$ cat src/rtl/psc_trigger_rx.sv
// psc_trigger_rx: receive end of the PSC trigger link.
// Deserializes start/8N/stop frames from a single idle-high wire, strobes every good byte,
// flags frames whose stop bit is low, and stretches a local trigger pulse whenever the
// received byte equals TRIGGER_CODE.
module psc_trigger_rx #(
    parameter int unsigned CLKS_PER_BIT = 100,
    parameter logic [7:0]  TRIGGER_CODE = 8'hA5,
    parameter int unsigned TRIG_WIDTH   = 50
) (
    input  logic       clk,
    input  logic       reset,
    input  logic       psc_input,
    output logic       trigger_out,
    output logic [7:0] rx_data,
    output logic       rx_valid,
    output logic       frame_error,
    output logic       busy
);

    localparam int unsigned CntW  = $clog2(CLKS_PER_BIT);
    localparam int unsigned TrigW = $clog2(TRIG_WIDTH + 1);

    localparam logic [CntW-1:0]  BitLast     = CntW'(CLKS_PER_BIT - 1);
    localparam logic [CntW-1:0]  HalfLast    = CntW'(CLKS_PER_BIT / 2 - 1);
    // Cycles the synchronizer needs before rx_s reflects the real line after reset.
    localparam logic [CntW-1:0]  BreakSettle = CntW'(2);
    localparam logic [TrigW-1:0] TrigLoad    = TrigW'(TRIG_WIDTH);

    typedef enum logic [2:0] {
        StBreak,
        StIdle,
        StStart,
        StData,
        StStop
    } state_e;

    state_e            state_q, state_d;
    logic              sync1_q;
    logic              rx_s;
    logic [CntW-1:0]   cnt_q, cnt_d;
    logic [2:0]        idx_q, idx_d;
    logic [7:0]        shift_q, shift_d;
    logic [TrigW-1:0]  trig_cnt_q;
    logic              stop_done;
    logic              byte_ok;
    logic              byte_bad;

    // Two-flop synchronizer for the asynchronous line; resets to the idle-high level.
    always_ff @(posedge clk) begin
        if (reset) begin
            sync1_q <= 1'b1;
            rx_s    <= 1'b1;
        end else begin
            sync1_q <= psc_input;
            rx_s    <= sync1_q;
        end
    end

    // FSM state register; BREAK out of reset so a stuck-low line is never a start bit.
    always_ff @(posedge clk) begin
        if (reset) begin
            state_q <= StBreak;
        end else begin
            state_q <= state_d;
        end
    end

    // Next-state and bit-timing logic.
    always_comb begin
        state_d = state_q;
        cnt_d   = cnt_q;
        idx_d   = idx_q;
        shift_d = shift_q;
        unique case (state_q)
            StBreak: begin
                // The synchronizer resets high, so hold off until it carries the real line.
                if (cnt_q != BreakSettle) begin
                    cnt_d = cnt_q + CntW'(1);
                end else if (rx_s) begin
                    state_d = StIdle;
                    cnt_d   = '0;
                end
            end
            StIdle: begin
                if (!rx_s) begin
                    state_d = StStart;
                    cnt_d   = '0;
                end
            end
            StStart: begin
                if (cnt_q == HalfLast) begin
                    cnt_d   = '0;
                    idx_d   = '0;
                    // Line back high at mid start bit means it was a glitch.
                    state_d = rx_s ? StIdle : StData;
                end else begin
                    cnt_d = cnt_q + CntW'(1);
                end
            end
            StData: begin
                if (cnt_q == BitLast) begin
                    cnt_d   = '0;
                    shift_d = {rx_s, shift_q[7:1]};
                    idx_d   = idx_q + 3'd1;
                    if (idx_q == 3'd7) begin
                        state_d = StStop;
                    end
                end else begin
                    cnt_d = cnt_q + CntW'(1);
                end
            end
            StStop: begin
                if (cnt_q == BitLast) begin
                    cnt_d   = '0;
                    // Leave at mid stop bit so a start bit right behind it is caught.
                    state_d = rx_s ? StIdle : StBreak;
                end else begin
                    cnt_d = cnt_q + CntW'(1);
                end
            end
            default: begin
                state_d = StBreak;
                cnt_d   = '0;
            end
        endcase
    end

    // Decoded outputs of the FSM.
    always_comb begin
        busy      = (state_q != StIdle);
        stop_done = (state_q == StStop) && (cnt_q == BitLast);
        byte_ok   = stop_done && rx_s;
        byte_bad  = stop_done && !rx_s;
    end

    // Bit-timing counters, shift register and byte/error strobes.
    always_ff @(posedge clk) begin
        if (reset) begin
            cnt_q       <= '0;
            idx_q       <= '0;
            shift_q     <= '0;
            rx_data     <= 8'h00;
            rx_valid    <= 1'b0;
            frame_error <= 1'b0;
        end else begin
            cnt_q       <= cnt_d;
            idx_q       <= idx_d;
            shift_q     <= shift_d;
            rx_valid    <= byte_ok;
            frame_error <= byte_bad;
            if (byte_ok) begin
                rx_data <= shift_q;
            end
        end
    end

    // Trigger stretcher; a new match reloads the counter so the pulse extends.
    always_ff @(posedge clk) begin
        if (reset) begin
            trig_cnt_q  <= '0;
            trigger_out <= 1'b0;
        end else if (byte_ok && (shift_q == TRIGGER_CODE)) begin
            trig_cnt_q  <= TrigLoad;
            trigger_out <= 1'b1;
        end else if (trig_cnt_q != '0) begin
            trig_cnt_q <= trig_cnt_q - TrigW'(1);
            if (trig_cnt_q == TrigW'(1)) begin
                trigger_out <= 1'b0;
            end
        end
    end

endmodule
$ cat config.mk
export PLATFORM = sky130hd
export DESIGN_NAME = psc_trigger_rx
export DESIGN_NICKNAME = d
export VERILOG_FILES = /design/src/rtl/psc_trigger_rx.sv
export SDC_FILE = /design/constraint.sdc
export NUM_CORES = 1
export LEC_CHECK = 0
export CAP_MARGIN = 30
export CELL_PAD_IN_SITES_DETAIL_PLACEMENT = 0
export CELL_PAD_IN_SITES_GLOBAL_PLACEMENT = 2
export CORE_UTILIZATION = 38
export CTS_BUF_LIST = sky130_fd_sc_hd__clkbuf_16
export DETAILED_ROUTE_END_ITERATION = 7
export PLACE_DENSITY_LB_ADDON = 0.2
export SLEW_MARGIN = 15
export SYNTH_ARGS = -nofsm -noshare
export SYNTH_HDL_FRONTEND = slang
export SYNTH_SLANG_ARGS = --single-unit
$ cat constraint.sdc
create_clock -name clk -period 5.5 [get_ports clk]
set_clock_uncertainty 0.2 [all_clocks]
set_input_delay 0.825 -clock clk [delete_from_list [all_inputs] [get_ports clk]]
set_output_delay 0.825 -clock clk [all_outputs]
set_load 0.02 [all_outputs]
Yosys cells after proc, flatten, opt, wreduce, memory -nomap -nowiden

Index checks and enable logic that the tools add are counted.

Reduce and logical (&&, ||, !) cells: 17
Add/subtract/negate cells: 3
Mux-type cells: 24
Equal/unequal tests: 19

Operators with widths:

| kind                | count |
|---|---|
| $mux 7              | 5 |
| $pmux 7 s4          | 1 |
| $mux 3              | 9 |
| $pmux 3 s5          | 1 |
| $ne 2x2->1 const B  | 7 |
| $mux 6              | 2 |
| $eq 8x8->1 const B  | 1 |
| $add 7x1->7 const B | 1 |
| $eq 7x6->1 const B  | 1 |
| $eq 7x7->1 const B  | 1 |
| $ne 7x2->1 const B  | 1 |
| $reduce_and 7->1    | 1 |
| $eq 3x2->1 const B  | 2 |
| $eq 3x3->1 const B  | 2 |
| $eq 6x1->1 const B  | 1 |
| $pmux 3 s2          | 1 |
| $reduce_and 2->1    | 3 |
| $reduce_bool 2->1   | 3 |
| $reduce_bool 6->1   | 1 |
| $sub 6x1->6 const B | 1 |
| $logic_and 1x1->1   | 4 |
| $mux 1              | 4 |
| $reduce_or 2->1     | 2 |
| $add 3x1->3 const B | 1 |
| other kinds (7)     | 7 |

Input port bits: 3
Output and inout port bits: 12
Logic and storage cells: 75
Flip-flop bits (word level): 40

Logic depth before layout (Yosys ltp)

Gate-level depths: netlist of run 1.

Depth in word-level cells: 6
Depth in mapped cells: 7

Worst setup path after synthesis of run 1

No wires, ideal clock.

Path type: flip-flop to flip-flop
Start point: reg cnt_q[0]
End point: reg state_q[0]
Data arrival time: 1733 ps
Setup slack: 3496 ps
Cell stages (with the launch flop): 7
Period minus slack after synthesis: 2004 ps
Library setup time: 72 ps
Data required time: 5228 ps
Cells stage by stage: dfxtp_1 -> ha_1 -> and3_1 -> and3_4 -> or2_2 -> a311oi_1 -> mux2i_1

Cells in the longest elaborated chain, start to end: 3

RTL lines:

| element                                  | line     | source |
|---|---|---|
| from (decl)                              | 40       | `logic [CntW-1:0] cnt_q, cnt_d;` |
| from (signal assigned)                   | 146      | `cnt_q <= cnt_d;` |
| $eq 7x7->1, or another cell as far along | 101, 113 |  |
| $ne 2x2->1 (no source line)              | -        |  |
| $reduce_and 7->1 (no source line) (*)    | -        |  |
| to (signal assigned)                     | 62       | `state_q <= StBreak;` |
| to (signal assigned)                     | 64       | `state_q <= state_d;` |
| to (decl)                                | 37       | `state_e state_q, state_d;` |

Every way passes the cells marked *; elsewhere a longest branch is shown, timed or not.
A chain may end at the register's enable or synchronous reset.

Worst setup path after layout of run 1

Start point: reg state_q[2]
End point: out busy

Cells in the longest elaborated chain, start to end: 1

RTL lines:

| element    | line | source |
|---|---|---|
| $ne 3x1->1 | 130  | `busy = (state_q != StIdle);` |
| to (decl)  | 17   | `output logic busy` |

No other way between the ends.

==> results.toml, run 1 <==
[outcome]
status = "finished clean"

[drt]
ant_nets = 0
viasPerCell = 5.226
drc = 0
wire_per_inst_um = 13.02
vias = 1505
drt_iter0_markers = 70
wirelength_um = 3750
drt-pass1-iter-count = 5

[flow_run]
maxCapViolCount = 0

[critical_path]
reg2reg_from = "state_q[2]$_SDFFE_PP0P_"
end_kind = "output port"
slowest_stage = "clkdlybuf4s50_1"
r2r_end = "trig_cnt_q[3]$_SDFFE_PP0P_"
crit_path_start_kind = "flip-flop"
crit_path_start = "state_q[2]$_SDFFE_PP0P_"
reg2reg_slack_ns = 3.01
crit_arrival_ns = 1.64
crit_type = "flip-flop to output port"
rr_worst_depth = 5
cp.required_ns = 4.47
cp_cell_sequence = "nor2_1 -> nand2_1 -> clkdlybuf4s50_1"
cp_max_fo = 13
crit_path_max_incr_delay_ns = 0.60

[timing]
rsz0062_at_grt = "false"
whs_ns = 0.2229
hold_viol_final = 0
period_share = 0.4840
setup_viol = 0
period_needed_ns = 2.662
relSlewSlack = 0.5496
fmax_mhz = 375.7
worst_pin_slew_ns = 0.6700
drv_slew = 0
tns_ns = 0

[synthesis]
synth.avg_cell_area_um2 = 9.080
synth_compound_area_frac = 0.1056
yosys_warnings = 0
ys_seq_area_frac = 0.4199
synth_top_flop_cell = "dfxtp_1"
synth_edf_count = 0
synth_top_family_by_area = "simple AND/OR/NAND/NOR gates"
yosys.area_share.adder = 0.05249
ys_ff_latch = 40
synthCells = 210
ys_types = 47
synth_nets = 221
synth-simple-area-share = 0.2454
synthArstFlopShare = 0
synthesis.area_um2 = 1907
synthMuxAreaShare = 0.1056
synth_xor_area_frac = 0.02756

[layout]
fin_util = 0.4701
drive_gt1_frac = 0.08145
area_growth_pct = 17.98
multi_input_area_um2 = 1023
layout.nets = 231
layout_common_cells = "dfxtp_1 (40), nor2_1 (32), mux2i_1 (19), clkdlybuf4s50_1 (14), nand2_1 (10)"
final_common_cell = "dfxtp_1"
fin_cells = 288
fillCellCount = 460
seqCellArea_um2 = 800.8
diodes = 0

[floorplanning]
start_util = 0.3984
design.die.area_um2 = 5305
design.core.area_um2 = 4786
die_h_um = 72.84
top_level_ports = 15
rows = 25
fp.dieW_um = 72.84

[cts]
post-cts-setup-buffers = 0
cts_buffers = 5
htree_levels = 2
cts_sinks = 40
hold_buffers = 0
clock_tree.buffer_depth = 2
cts_root_buf = "clkbuf_16"
clkLatencyLatePin_ns = 0.28
cts_tree = "built"
post_cts_resized = 0
path_clk_slew_ns = 0.05

[pwr]
ir_drop_mv = 0.1821
p_per_area_nw_per_um2 = 393.5
p_leak_nw = 0.9125

[global_routing]
grt_max_degree = 42
grt-ovfl-total = 0
antenna_found_initial = 0
grt_pass1_vias = 1439
grt_usage = 0.1531
grt_pass1_wl_um = 6299

[place]
io_buffer_count = 14
dp_hpwl_um = 2560
gp_congestion = 0.7363
dp.cells = 280

[hold_path]
min_path_cells = 1
worstHoldEndpoint = "rx_s$_SDFF_PP1_"
hold_path.class = "flip-flop to flip-flop"
min_from = "sync1_q$_SDFF_PP1_"
synthesized netlist by cell type, types with 3 or more instances:
library cell	count	area share
nand3_1	7	0.018
nand4_1	3	0.0098
mux2i_1	19	0.10
and3_1	3	0.0098
nand2b_1	4	0.013
nor4b_1	3	0.014
inv_1	7	0.014
or2_2	4	0.013
o21ai_0	4	0.010
a21oi_1	8	0.021
xnor2_1	5	0.023
nor2_1	32	0.063
nor3_1	7	0.018
ha_1	8	0.052
nand2_1	10	0.020
dfxtp_1	40	0.42
clkbuf_1	6	0.012
per-stage QoR:
stage | cell area, um^2 | power (W) | setup slack (ns)
finish | 2250 | 0.0008852 | 2.838
global route | 2250 | 0.0009330 | 2.747
floorplan | 1907 | 0.0005219 | 3.496
detailed placement | 2082 | 0.0005667 | 2.891
global placement | 2082 | 0.0005582 | 2.912
CTS | 2250 | 0.0008966 | 2.823
report_power, final:
part	total (W)	internal, W	switching (W)
combinational	0.000201	0.0000930	0.000108
sequential	0.000359	0.000320	0.0000385
clock	0.000325	0.000213	0.000112
cells by family after synthesis:
logic type,Yosys count
muxes,20
DFF,40
xor gates and xnor gates,6
and+or+nand+nor,88
adders and majority gates,8
AOI/OAI and AO/OA,29
buffers and inverters,19
sequential cells by signal, indices dropped and copies added, names as in the netlist:
signal / flops
trigger_out: 1
rx_s: 1
rx_data: 8
frame_error: 1
rx_valid: 1
idx_q: 3
state_q: 3
cnt_q: 7
sync1_q: 1
trig_cnt_q: 6
shift_q: 8
metal layers:
metal / track usage / vias up / part of all wire / wire (um)
li1: - / 757 / - / -
met1: 0.1829 / 722 / 0.48 / 1786
met2: 0.2606 / 22 / 0.48 / 1813
met3: 0.04282 / 4 / 0.030 / 112
met4: 0.05882 / 0 / 0.0099 / 37
met5: 0 / - / 0 / 0
layout make-up:
class	count	share of cell area
repair buffers	15	0.06563
well taps	67	0.03726
inverters	7	0.01168
flip-flops and latches	40	0.3560
clock buffers	5	0.05562
multi-input cells	151	0.4549
clock inverters	3	0.01891
critical path, delay by kind of cell (launching register included):
kind | cells | cell delay (ns)
AND/OR/NAND/NOR | 2 | 0.18
buffers and inverters | 1 | 0.60
flip-flops | 1 | 0.59
worst max path at each step:
| stage | end | slack, ns | depth (start not counted) |
|---|---|---|---|
| final | busy | 2.84 | 3 |
| after CTS | busy | 2.82 | 3 |
| after floorplan | state_q[0]$_SDFFE_PP0P_ | 3.50 | 6 |
| after detailed placement | cnt_q[0]$_SDFFE_PP0P_ | 2.89 | 4 |
| after global placement | cnt_q[0]$_SDFFE_PP0P_ | 2.91 | 4 |
| after global routing | trigger_out$_SDFFE_PP0P_ | 2.75 | 5 |
Note: power is estimated with default switching activity, not from simulation.
==> run 2, diff against run 1 <==
Settings changed: CORE_UTILIZATION 38 to 32.
Clock period 5.5 ns to 2.35 ns, I/O delays scaled along.
==> run 2 against run 1 <==
Final area rose by 1.4%. Sequential power rose by 130%. Largest power group unchanged. Sequential share of layout area fell by 0.51 points. Core utilization fell by 6.3 points. Die area rose by 18%. Final cell count rose by 4.2%. Critical path depth rose by 3. Sequential cell count did not move. Register-to-register slack got worse by 2.8 ns.
==> results.toml, run 2 (synthesis gave the netlist of run 1 again) <==
[pwr]
p_per_area_nw_per_um2 = 854.1
ir_drop_mv = 0.3790
p_leak_nw = 0.9445

[critical_path]
rr_worst_depth = 6
reg2reg_slack_ns = 0.17
crit_path_max_incr_delay_ns = 0.45
crit_type = "flip-flop to flip-flop"
reg2reg_from = "cnt_q[0]$_SDFFE_PP0P_"
crit_path_start_kind = "flip-flop"
r2r_end = "cnt_q[2]$_SDFFE_PP0P_"
cp_cell_sequence = "ha_1 -> and3_1 -> and3_4 -> o32a_2 -> nor4b_1 -> a211o_1"
cp.required_ns = 2.37
crit_arrival_ns = 2.21
cp_max_fo = 7
path_buf_inv = 0
critical-path-top-delay-family = "simple AND/OR/NAND/NOR gates"
slowest_stage = "o32a_2"
end_kind = "flip-flop"

[global_routing]
gr-max-usage-layer = "met2"
use_met1 = 0.1850
grt_usage = 0.1377
antenna_found_initial = 0
grt_max_degree = 20
met3_usage = 0.03793
grt_pass1_vias = 1435
grt-ovfl-total = 0
grt_pass1_wl_um = 6824
met2_usage = 0.2060

[layout]
final_common_cell = "dfxtp_1"
drive_gt1_frac = 0.1053
area_growth_pct = 19.69
fin_area_um2 = 2282
layout.nets = 239
layout_common_cells = "dfxtp_1 (40), nor2_1 (32), mux2i_1 (19), clkdlybuf4s50_1 (14), nand2_1 (10)"
diodes = 0
top_regs = "rx_data x8, shift_q x8, cnt_q x7"

[floorplanning]
die_h_um = 79.20
start_util = 0.3400
top_level_ports = 15
design.die.area_um2 = 6272
rows = 27
design.core.area_um2 = 5608
fp.dieW_um = 79.20

[cts]
clock_tree.buffer_depth = 2
cts_sinks = 40
hold_buffers = 0
post-cts-setup-buffers = 0
htree_levels = 2
clkLatencyLatePin_ns = 0.28
cts_buffers = 5
path_clk_slew_ns = 0.05
cts_root_buf = "clkbuf_16"
cts_tree = "built"
post_cts_resized = 0

[timing]
setup_ws_ns = 0.1654
period_share = 0.9296
period_needed_ns = 2.185
drv_slew = 0
worst_pin_slew_ns = 0.4715
tns_ns = 0
fmax_mhz = 457.8
relSlewSlack = 0.6852
hold_viol_final = 0
rsz0062_at_grt = "false"
setup_viol = 0

[place]
io_buffer_count = 14
gp_congestion = 0.7861
dp_hpwl_um = 2758
dp_slack_ns = 0.1952
placed_area_um2 = 2148

[hold_path]
worstHoldEndpoint = "rx_s$_SDFF_PP1_"
min_path_cells = 1
hold_path.class = "flip-flop to flip-flop"
min_from = "sync1_q$_SDFF_PP1_"

[drt]
drt_iter0_markers = 90
vias = 1503
wire_per_inst_um = 12.93
drt-pass1-iter-count = 6
drc = 0
wirelength_um = 3878
ant_nets = 0
viasPerCell = 5.010

[flow_run]
maxCapViolCount = 0

[outcome]
status = "finished clean"
[run 2: changes by cell type in the layout (fill, tap and decap cells not counted), sizes merged]
cell,previous run,this run
buf,1,9
clkinvlp,1,0
bufinv,1,0
inv,7,8
[run 2: worst max-delay path by stage]
stage / startpoint / to / slack, ns / depth (start not counted)
floorplan: cnt_q[0]$_SDFFE_PP0P_ / state_q[0]$_SDFFE_PP0P_ / 0.35 / 6
finish: cnt_q[0]$_SDFFE_PP0P_ / cnt_q[2]$_SDFFE_PP0P_ / 0.17 / 6
global route: cnt_q[0]$_SDFFE_PP0P_ / cnt_q[2]$_SDFFE_PP0P_ / 0.06 / 6
CTS: state_q[1]$_SDFFE_PP0P_ / busy / 0.16 / 3
detailed placement: cnt_q[0]$_SDFFE_PP0P_ / state_q[0]$_SDFFE_PP0P_ / 0.20 / 6
global placement: cnt_q[0]$_SDFFE_PP0P_ / state_q[0]$_SDFFE_PP0P_ / 0.24 / 6
[run 2: per-layer routing]
layer	wire length (um)	vias to the layer above	part of all wire
li1	-	770	-
met1	1972	698	0.51
met2	1683	27	0.43
met3	157	8	0.040
met4	64	0	0.017
met5	0	-	0
[run 2: stage by stage]
step	instances	hold slack [ns]	utilization	power (W)
5_1_grt	300	0.2320	0.4070	0.002084
4_1_cts	300	0.2084	0.4070	0.001966
6_report	300	0.2106	0.4070	0.001949
2_1_floorplan	210	0.1895	-	0.001221
3_3_place_gp	293	0.2006	0.3831	0.001324
3_5_place_dp	293	0.1951	0.3831	0.001328
[run 2: cell type report]
| cell class | instances | area (um^2) |
|---|---|---|
| fill | 576 | 3326 |
| multi-input combinational | 151 | 1023 |
| clock buffer | 5 | 125.1 |
| tap | 72 | 90.09 |
| sequential | 40 | 800.8 |
| clock inverter | 2 | 8.758 |
| inverter | 7 | 26.28 |
| timing repair buffer | 23 | 207.7 |
[run 2: where the power goes]
part	total [W]	internal [W]	switching [W]	leakage, nW
logic	0.000496	0.000227	0.000269	0.549
registers	0.000827	0.000750	0.0000772	0.324
clock network	0.000625	0.000381	0.000245	0.0709
total	0.00195	0.00136	0.000591	0.944
==> run 3, diff against run 2 <==
Settings changed: CORE_ASPECT_RATIO set to 2, CORE_MARGIN set to 2.
==> run 3 against run 2 <==
Total power rose by 7.6%. Critical path depth did not move. Sequential cell count did not move. Die area rose by 5.7%. Global-route usage rose by 0.50 points. Maximum frequency fell by 0.91%. Final cell count fell by 4.0%. Critical path type unchanged. Largest power group unchanged.
==> results.toml, run 3 (synthesis gave the netlist of run 1 again) <==
[outcome]
status = "finished clean"

[floorplanning]
rows = 39
fp.dieW_um = 58.59
start_util = 0.3312
die_h_um = 113.2
top_level_ports = 15
design.die.area_um2 = 6630
design.core.area_um2 = 5758

[timing]
setup_viol = 0
period_needed_ns = 2.205
period_share = 0.9382
worst_pin_slew_ns = 0.6104
tns_ns = 0
fmax_mhz = 453.6
relSlewSlack = 0.5897
rsz0062_at_grt = "false"
drv_slew = 0
hold_viol_final = 0

[place]
io_buffer_count = 14
dp.cells = 280
dp_hpwl_um = 3203
gp_congestion = 0.7416

[pwr]
p_leak_nw = 0.9420
ir_drop_mv = 0.4034
p_per_area_nw_per_um2 = 917.3

[critical_path]
cp_cell_sequence = "ha_1 -> and3_1 -> and3_4 -> o32a_2 -> nor4b_1 -> a211o_1"
crit_arrival_ns = 2.23
crit_path_max_incr_delay_ns = 0.46
reg2reg_from = "cnt_q[0]$_SDFFE_PP0P_"
end_kind = "flip-flop"
cp_max_fo = 7
crit_type = "flip-flop to flip-flop"
crit_end = "cnt_q[2]$_SDFFE_PP0P_"
r2r_end = "cnt_q[2]$_SDFFE_PP0P_"
reg2reg_slack_ns = 0.15
rr_worst_depth = 6
cp.required_ns = 2.37
crit_path_start_kind = "flip-flop"
crit_path_start = "cnt_q[0]$_SDFFE_PP0P_"
slowest_stage = "o32a_2"

[cts]
cts_buffers = 5
cts_root_buf = "clkbuf_16"
cts_sinks = 40
post-cts-setup-buffers = 0
clock_tree.buffer_depth = 2
clkLatencyLatePin_ns = 0.28
cts_tree = "built"
hold_buffers = 0
path_clk_slew_ns = 0.06
post_cts_resized = 0
htree_levels = 2

[hold_path]
min_path_cells = 1
hold_path.class = "flip-flop to flip-flop"

[drt]
wire_per_inst_um = 14.80
vias = 1554
viasPerCell = 5.396
ant_nets = 0
wirelength_um = 4262
drt_iter0_markers = 65
drt-pass1-iter-count = 4
drc = 0

[layout]
layout_common_cells = "dfxtp_1 (40), nor2_1 (32), mux2i_1 (19), clkdlybuf4s50_1 (14), nand2_1 (10)"
area_growth_pct = 19.95
top_regs = "rx_data x8, shift_q x8, cnt_q x7"
layout.nets = 237
fin_cells = 288
diodes = 0
drive_gt1_frac = 0.1057
final_common_cell = "dfxtp_1"

[global_routing]
grt_pass1_vias = 1591
grt_pass1_wl_um = 7334
grt_max_degree = 29
grt-ovfl-total = 0
antenna_found_initial = 0
grt_usage = 0.1427

[flow_run]
maxCapViolCount = 0
run 3: cell types whose count changed in the layout (fill, tap and decap cells not counted), sizes merged:
| cell | before | now |
|---|---|---|
| buf | 9 | 7 |
| clkinvlp | 0 | 1 |
| bufinv | 0 | 1 |
| inv | 8 | 7 |
run 3: metrics by stage:
step	setup WS [ns]	cell area (um^2)	util	total power, W	hold slack (ns)
3_3_place_gp	0.2364	2120	0.3681	0.001325	0.1982
5_1_grt	0.02814	2287	0.3972	0.002226	0.2311
3_5_place_dp	0.1428	2120	0.3681	0.001351	0.1963
2_1_floorplan	0.3456	1907	-	0.001221	0.1895
6_report	0.1453	2287	0.3972	0.002098	0.2095
4_1_cts	0.1259	2287	0.3972	0.002131	0.2115
run 3: cell type report:
cell class                      count  area, um^2
Timing Repair Buffer               21       192.7
Sequential cell                    40       800.8
Fill cell                         588        3471
Clock inverter                      3       42.54
Multi-Input combinational cell    151        1023
Tap cell                           61       76.32
Clock buffer                        5       125.1
Inverter                            7       26.28
run 3: where the power goes:
part | switching, W | internal [W] | leakage (nW) | total [W]
Clock | 0.000272 | 0.000499 | 0.0798 | 0.000770
Sequential | 0.0000760 | 0.000750 | 0.324 | 0.000826
Combinational | 0.000275 | 0.000227 | 0.538 | 0.000502
Total | 0.000623 | 0.00148 | 0.942 | 0.00210
run 3: per-layer routing:
metal	vias to the layer above	wire length, um	global-route usage
met5	-	0	0
met4	0	164	0.07879
met2	36	2361	0.2607
met1	738	1592	0.1438
li1	768	-	-
met3	12	144	0.02857
run 3: worst max-delay path, delay by kind of cell, from the launching register on:
kind | cells | cell delay (ns)
simple gates | 3 | 0.71
compound gates | 2 | 0.59
flops | 1 | 0.35
fa+ha+maj | 1 | 0.29
run 3: how the worst min path moves through the flow:
stage / slack, ns / startpoint / end
after floorplan: 0.19 / sync1_q$_SDFF_PP1_ / rx_s$_SDFF_PP1_
after global placement: 0.20 / sync1_q$_SDFF_PP1_ / rx_s$_SDFF_PP1_
after detailed placement: 0.20 / sync1_q$_SDFF_PP1_ / rx_s$_SDFF_PP1_
after CTS: 0.21 / sync1_q$_SDFF_PP1_ / rx_s$_SDFF_PP1_
after global routing: 0.23 / sync1_q$_SDFF_PP1_ / rx_s$_SDFF_PP1_
final: 0.21 / sync1_q$_SDFF_PP1_ / rx_s$_SDFF_PP1_
